===== config.mk =====
export PLATFORM = sky130hd
export DESIGN_NAME = alu_ctrl_seq
export DESIGN_NICKNAME = d
export VERILOG_FILES = /design/src/rtl/alu_ctrl_pkg.sv /design/src/rtl/alu_ctrl_decode.sv /design/src/rtl/alu_ctrl_seq.sv
export SDC_FILE = /design/constraint.sdc
export NUM_CORES = 1
export LEC_CHECK = 0
export CORE_UTILIZATION = 44
export CTS_CLUSTER_DIAMETER = 200
export DETAILED_ROUTE_END_ITERATION = 8
export PLACE_DENSITY = 0.73
export SETUP_SLACK_MARGIN = 0.1
export SLEW_MARGIN = 30
export SYNTH_ARGS = -nofsm -noshare
export SYNTH_HDL_FRONTEND = slang
export SYNTH_SLANG_ARGS = --single-unit

===== constraint.sdc =====
create_clock -name clk -period 2.5 [get_ports clk]
set_input_delay 0.25 -clock clk [delete_from_list [all_inputs] [get_ports clk]]
set_output_delay 0.25 -clock clk [all_outputs]
set_load 0.03 [all_outputs]

===== src/rtl/alu_ctrl_pkg.sv =====
// Shared constants for the ALU control unit: ALU control codes, funct and ALUOp
// encodings, and the sequencer state type.
package alu_ctrl_pkg;

  localparam logic [3:0] ALU_AND  = 4'd0;
  localparam logic [3:0] ALU_OR   = 4'd1;
  localparam logic [3:0] ALU_ADD  = 4'd2;
  localparam logic [3:0] ALU_XOR  = 4'd3;
  localparam logic [3:0] ALU_SUB  = 4'd6;
  localparam logic [3:0] ALU_SLT  = 4'd7;
  localparam logic [3:0] ALU_SLL  = 4'd8;
  localparam logic [3:0] ALU_SRL  = 4'd9;
  localparam logic [3:0] ALU_MULT = 4'd10;
  localparam logic [3:0] ALU_DIV  = 4'd11;
  localparam logic [3:0] ALU_NOR  = 4'd12;

  localparam logic [5:0] F_SLL  = 6'h00;
  localparam logic [5:0] F_SRL  = 6'h02;
  localparam logic [5:0] F_MULT = 6'h18;
  localparam logic [5:0] F_DIV  = 6'h1A;
  localparam logic [5:0] F_ADD  = 6'h20;
  localparam logic [5:0] F_SUB  = 6'h22;
  localparam logic [5:0] F_AND  = 6'h24;
  localparam logic [5:0] F_OR   = 6'h25;
  localparam logic [5:0] F_XOR  = 6'h26;
  localparam logic [5:0] F_NOR  = 6'h27;
  localparam logic [5:0] F_SLT  = 6'h2A;

  localparam logic [1:0] OP_ADD   = 2'b00;
  localparam logic [1:0] OP_SUB   = 2'b01;
  localparam logic [1:0] OP_RTYPE = 2'b10;
  localparam logic [1:0] OP_AND   = 2'b11;

  typedef enum logic {
    IDLE = 1'b0,
    BUSY = 1'b1
  } state_t;

endpackage


===== src/rtl/alu_ctrl_decode.sv =====
// Combinational ALUOp/funct lookup. DIV (funct 0x1A) is only recognised when
// ALUCTRL_DIV_EN is defined; otherwise it falls into the illegal default.
module alu_ctrl_decode
  import alu_ctrl_pkg::*;
#(
  parameter int ALUOP_W = 2
) (
  input  logic [ALUOP_W-1:0] alu_op,
  input  logic [5:0]         funct,
  output logic [3:0]         code,
  output logic               illegal,
  output logic               is_multi,
  output logic               lat_sel
);

  logic op_high;

  // ALUOp encodings wider than two bits with any upper bit set are unsupported.
  if (ALUOP_W > 2) begin : g_wide_op
    assign op_high = |alu_op[ALUOP_W-1:2];
  end else begin : g_narrow_op
    assign op_high = 1'b0;
  end

  always_comb begin
    code     = ALU_ADD;
    illegal  = 1'b0;
    is_multi = 1'b0;
    lat_sel  = 1'b0;
    if (op_high) begin
      illegal = 1'b1;
    end else begin
      case (alu_op[1:0])
        OP_ADD: code = ALU_ADD;
        OP_SUB: code = ALU_SUB;
        OP_AND: code = ALU_AND;
        OP_RTYPE: begin
          case (funct)
            F_ADD:  code = ALU_ADD;
            F_SUB:  code = ALU_SUB;
            F_AND:  code = ALU_AND;
            F_OR:   code = ALU_OR;
            F_SLT:  code = ALU_SLT;
            F_XOR:  code = ALU_XOR;
            F_NOR:  code = ALU_NOR;
            F_SLL:  code = ALU_SLL;
            F_SRL:  code = ALU_SRL;
            F_MULT: begin
              code     = ALU_MULT;
              is_multi = 1'b1;
            end
`ifdef ALUCTRL_DIV_EN
            F_DIV: begin
              code     = ALU_DIV;
              is_multi = 1'b1;
              lat_sel  = 1'b1;
            end
`endif
            default: illegal = 1'b1;
          endcase
        end
        default: illegal = 1'b1;
      endcase
    end
  end

endmodule


===== src/rtl/alu_ctrl_seq.sv =====
// Registered ALU control unit for the EX stage with mult/div sequencing.
// Optional macro ALUCTRL_DIV_EN enables the multi-cycle DIV operation.
module alu_ctrl_seq
  import alu_ctrl_pkg::*;
#(
  parameter int ALUOP_W = 2,
  parameter int CTRL_W  = 4,
  parameter int MUL_LAT = 4,
  parameter int DIV_LAT = 16
) (
  input  logic               clk,
  input  logic               reset,
  input  logic               valid_in,
  input  logic [ALUOP_W-1:0] alu_op,
  input  logic [5:0]         funct,
  input  logic               stall_in,
  input  logic               flush,
  output logic               in_ready,
  output logic [CTRL_W-1:0]  ctrl_out,
  output logic               valid_out,
  output logic               illegal_op,
  output logic               multi_start,
  output logic               stall_req
);

  if (CTRL_W < 4) begin : g_bad_ctrl_w
    $error("alu_ctrl_seq: CTRL_W must be at least 4");
  end
  if (MUL_LAT < 1 || DIV_LAT < 1) begin : g_bad_lat
    $error("alu_ctrl_seq: MUL_LAT and DIV_LAT must be at least 1");
  end

`ifdef ALUCTRL_DIV_EN
  localparam int MAX_LAT = (MUL_LAT > DIV_LAT) ? MUL_LAT : DIV_LAT;
`else
  localparam int MAX_LAT = MUL_LAT;
`endif
  localparam int CNT_W = $clog2(MAX_LAT + 1);
  localparam logic [CNT_W-1:0] MUL_LOAD = CNT_W'(MUL_LAT - 1);
`ifdef ALUCTRL_DIV_EN
  localparam logic [CNT_W-1:0] DIV_LOAD = CNT_W'(DIV_LAT - 1);
`else
  localparam logic [CNT_W-1:0] DIV_LOAD = MUL_LOAD;
`endif

  state_t            state, state_next;
  logic [CNT_W-1:0]  cnt, cnt_next;
  logic [CTRL_W-1:0] ctrl_next;
  logic              valid_next, illegal_next, start_next, stall_next;
  logic [3:0]        dec_code;
  logic              dec_illegal, dec_multi, dec_lat_sel;
  logic              accept;

  alu_ctrl_decode #(.ALUOP_W(ALUOP_W)) u_decode (
    .alu_op   (alu_op),
    .funct    (funct),
    .code     (dec_code),
    .illegal  (dec_illegal),
    .is_multi (dec_multi),
    .lat_sel  (dec_lat_sel)
  );

  assign in_ready = (state == IDLE);
  assign accept   = valid_in & in_ready & ~stall_in & ~flush;

  // Flush beats everything but reset; in BUSY the counter runs regardless of stall_in.
  always_comb begin
    state_next   = state;
    cnt_next     = cnt;
    ctrl_next    = ctrl_out;
    valid_next   = valid_out;
    illegal_next = illegal_op;
    start_next   = 1'b0;
    stall_next   = stall_req;
    if (flush) begin
      state_next   = IDLE;
      cnt_next     = '0;
      valid_next   = 1'b0;
      illegal_next = 1'b0;
      stall_next   = 1'b0;
    end else begin
      case (state)
        IDLE: begin
          if (accept) begin
            ctrl_next    = CTRL_W'(dec_code);
            valid_next   = 1'b1;
            illegal_next = dec_illegal;
            if (dec_multi) begin
              start_next = 1'b1;
              stall_next = 1'b1;
              cnt_next   = dec_lat_sel ? DIV_LOAD : MUL_LOAD;
              state_next = BUSY;
            end
          end else if (!stall_in) begin
            valid_next = 1'b0;
          end
        end
        BUSY: begin
          if (cnt == '0) begin
            state_next = IDLE;
            stall_next = 1'b0;
          end else begin
            cnt_next = cnt - CNT_W'(1);
          end
        end
        default: state_next = IDLE;
      endcase
    end
  end

  always_ff @(posedge clk) begin
    if (reset) begin
      state       <= IDLE;
      cnt         <= '0;
      ctrl_out    <= '0;
      valid_out   <= 1'b0;
      illegal_op  <= 1'b0;
      multi_start <= 1'b0;
      stall_req   <= 1'b0;
    end else begin
      state       <= state_next;
      cnt         <= cnt_next;
      ctrl_out    <= ctrl_next;
      valid_out   <= valid_next;
      illegal_op  <= illegal_next;
      multi_start <= start_next;
      stall_req   <= stall_next;
    end
  end

endmodule


==> results.yml <==
outcome:
  outcome: "finished, final reports clean"
floorplanning:
  die_w_um: 41.94
  io_pins: 22
  die_area_um2: 1759
  core_area_um2: 1506
  chipHeight_um: 41.94
  initial_utilization_pct: 46.59
  rows: 14
setup_path:
  r2r_start: "state"
  r2r_slack_ps: 520
  arrival_ps: 2200
  endpoint: "illegal_op"
  crit_start: "stall_in"
  worst-path-max-fanout: 4
  rr_worst_depth: 4
  crit_chain: "clkdlybuf4s50_1 > or4b_1 > or2_4 > or3_1 > a221oi_2"
  path_class: "input port to register"
  end_kind: "register"
  start_kind: "input port"
  max_stage_delay_ps: 540
  crit_required_ps: 2690
  worstReg2RegEnd: "illegal_op"
  cpMaxStageDelayCell: "or4b_1"
yosys:
  ys.warnings.count: 0
  synth-main-ff-cell: "dfxtp_1"
  synth_cells: 85
  synth_top_family_by_area: "simple AND/OR/NAND/NOR gates"
  syn_nets: 100
  ys_top_cells_by_count: "dfxtp_1, nand2_1, a21oi_1"
  netlist-cell-type-count: 37
  ys_async_sr_fraction_pct: 0
  synth-xor-area-share_pct: 1.248
  yosys.area_share.simple_pct: 28.70
  synth_largest_area_cell: "dfxtp_1"
  syn_area_um2: 701.9
  synth_adder_area_share_pct: 4.991
  synth_edf_count: 0
  synthDominantCellAreaShare_pct: 34.22
  synth_area_leaders: "dfxtp_1, a21oi_1, nand2_1"
  synth-compound-area-share_pct: 25.31
  synth.most_common_cell: "dfxtp_1"
  postSynthAreaPerCell_um2: 8.258
  yosysSeqAreaShare_pct: 34.22
  ys_ff_latch: 12
  muxShareOfSynthArea_pct: 0
timing:
  max-slew-margin-rel_pct: 64.52
  finalHoldViolCount: 0
  worstMarginPinSlew_ps: 524.9
  setup_ws_ps: 488.8
  hold_slack_ps: 485.9
  timing.fmax_mhz: 497.2
  slew_viol_final: 0
  clock_skew_ps: 4.762
  finalSetupViolCount: 0
  min_period_ps: 2011
  tns_ps: 0
  grt_setup_unrepaired: "false"
  finalCritPeriodShare_pct: 80.45
detailed_routing:
  drc: 0
  drt_wl_total_um: 1548
  detail_route.wl_per_cell_um: 12.59
  postRouteAntennaNets: 0
  vias: 702
  drt_iter0_drc: 14
  dr.pass1.iters: 4
  avgViaCountPerCell: 5.707
clocking:
  clock-sinks: 12
  htreeDepth: 1
  cts.path.max_buffers: 2
  clk_latency_ps: 280
  cts_tree: "built"
  cts_resized: 0
  hold_buffers: 0
  numCtsBuffers: 3
  clk_pin_slew_worst_paths_ps: 70
  clockRootBuffer: "clkbuf_4"
  post_cts_buffers: 0
global_routing:
  gr-total-overflow: 0
  grt_first_pass_wirelength_um: 2546
  grt_max_degree: 9
  first_global_vias: 621
  antenna_found_initial: 0
  grt_use_total_pct: 19.00
min_path:
  hold_path.class: "register to register"
power:
  irDropWorstVdd_v: 0.0002600
  power_density_nw_per_um2: 440.4
  leakagePower_uw: 0.0003333
final_layout:
  fillers: 138
  fin_area_um2: 959.7
  final_util_pct: 63.70
  antenna_cells: 0
  syn2layout_area_growth_pct: 36.72
  drive_gt1_share_pct: 11.21
  regArea_um2: 240.2
  fin_nets: 123
  multi_input_area_um2: 422.9
placed_design:
  port_buffers: 21
  hpwlAfterDp_um: 1213
  post_dp_cell_area_um2: 923.4
  dp_slack_ps: 196.4
  place_congestion: 0.7684
flow_run:
  cap_violations: 0
-- area by class of cell --
cell class	count	area share, %
flip-flops and latches	12	25.03
clock buffers	4	3.781
repair buffers	22	22.69
well taps	16	2.086
multi-input cells	63	44.07
inverters	6	2.347
-- power breakdown --
group	switching (uW)	internal (uW)	total, uW
clock	68.1	88.6	157
sequential	1.17	193	194
combinational	35.3	36.2	71.5
-- sequential cells by signal, indices dropped and copies added, names as in the netlist --
| name | count |
|---|---|
| valid_out | 1 |
| state | 1 |
| cnt | 3 |
| ctrl_out | 4 |
| illegal_op | 1 |
| multi_start | 1 |
| stall_req | 1 |
-- how the worst min path moves through the flow --
stage          startpoint     endpoint  depth (start not counted)
3_3_place_gp    stall_req    stall_req                          1
6_report           cnt[1]       cnt[1]                          1
5_1_grt            cnt[1]       cnt[1]                          1
4_1_cts            cnt[1]       cnt[1]                          1
2_1_floorplan       reset  ctrl_out[2]                          1
3_5_place_dp       cnt[1]       cnt[1]                          1
-- stage by stage --
stage          power, uW  cells
6_report           422.7    123
5_1_grt            444.3    123
4_1_cts            425.3    123
3_5_place_dp       270.0    119
3_3_place_gp       269.3    119
2_1_floorplan      235.6     85
-- per-layer routing --
layer	GRT usage [%]	routed length [um]	share of wire, %	up-vias
li1	-	-	-	358
met1	21.62	675	44	326
met2	33.13	784	51	16
met3	6.522	77	5.0	2
met4	5.806	10	0.65	0
met5	0	0	0	-
-- cells in the final DEF, fill, tap and decap left out, drive strengths merged --
cell type	n
o21ai	4
o211ai	1
nor2	4
o21a	2
nor4	2
clkdlybuf4s50	21
a221oi	2
maj3	1
inv	6
a21oi	7
o221a	1
nor3	5
nand2b	1
nor2b	2
nor4b	1
o21ba	1
o22ai	2
dfxtp	12
ha	2
clkbuf	4
a31oi	1
o31a	2
nand2	9
a2bb2oi	1
nand3	1
nand3b	1
xnor2	1
and2	1
a32o	1
or2	2
buf	1
and3	1
or4b	2
or3	2
-- logic make-up after synthesis --
kind of cell,count (synthesis)
adder cells (fa/ha/maj),3
AO/OA/AOI/OAI,25
buffers and inverters,10
flip-flops,12
XOR/XNOR,1
AND/OR/NAND/NOR,34
-- critical path, delay by kind of cell --
kind                   cells  cell delay, ps
AOI/OAI and AO/OA          1             280
and+or+nand+nor            3            1220
buffers and inverters      1             450
No activity file was read; power rests on OpenSTA's default activity.
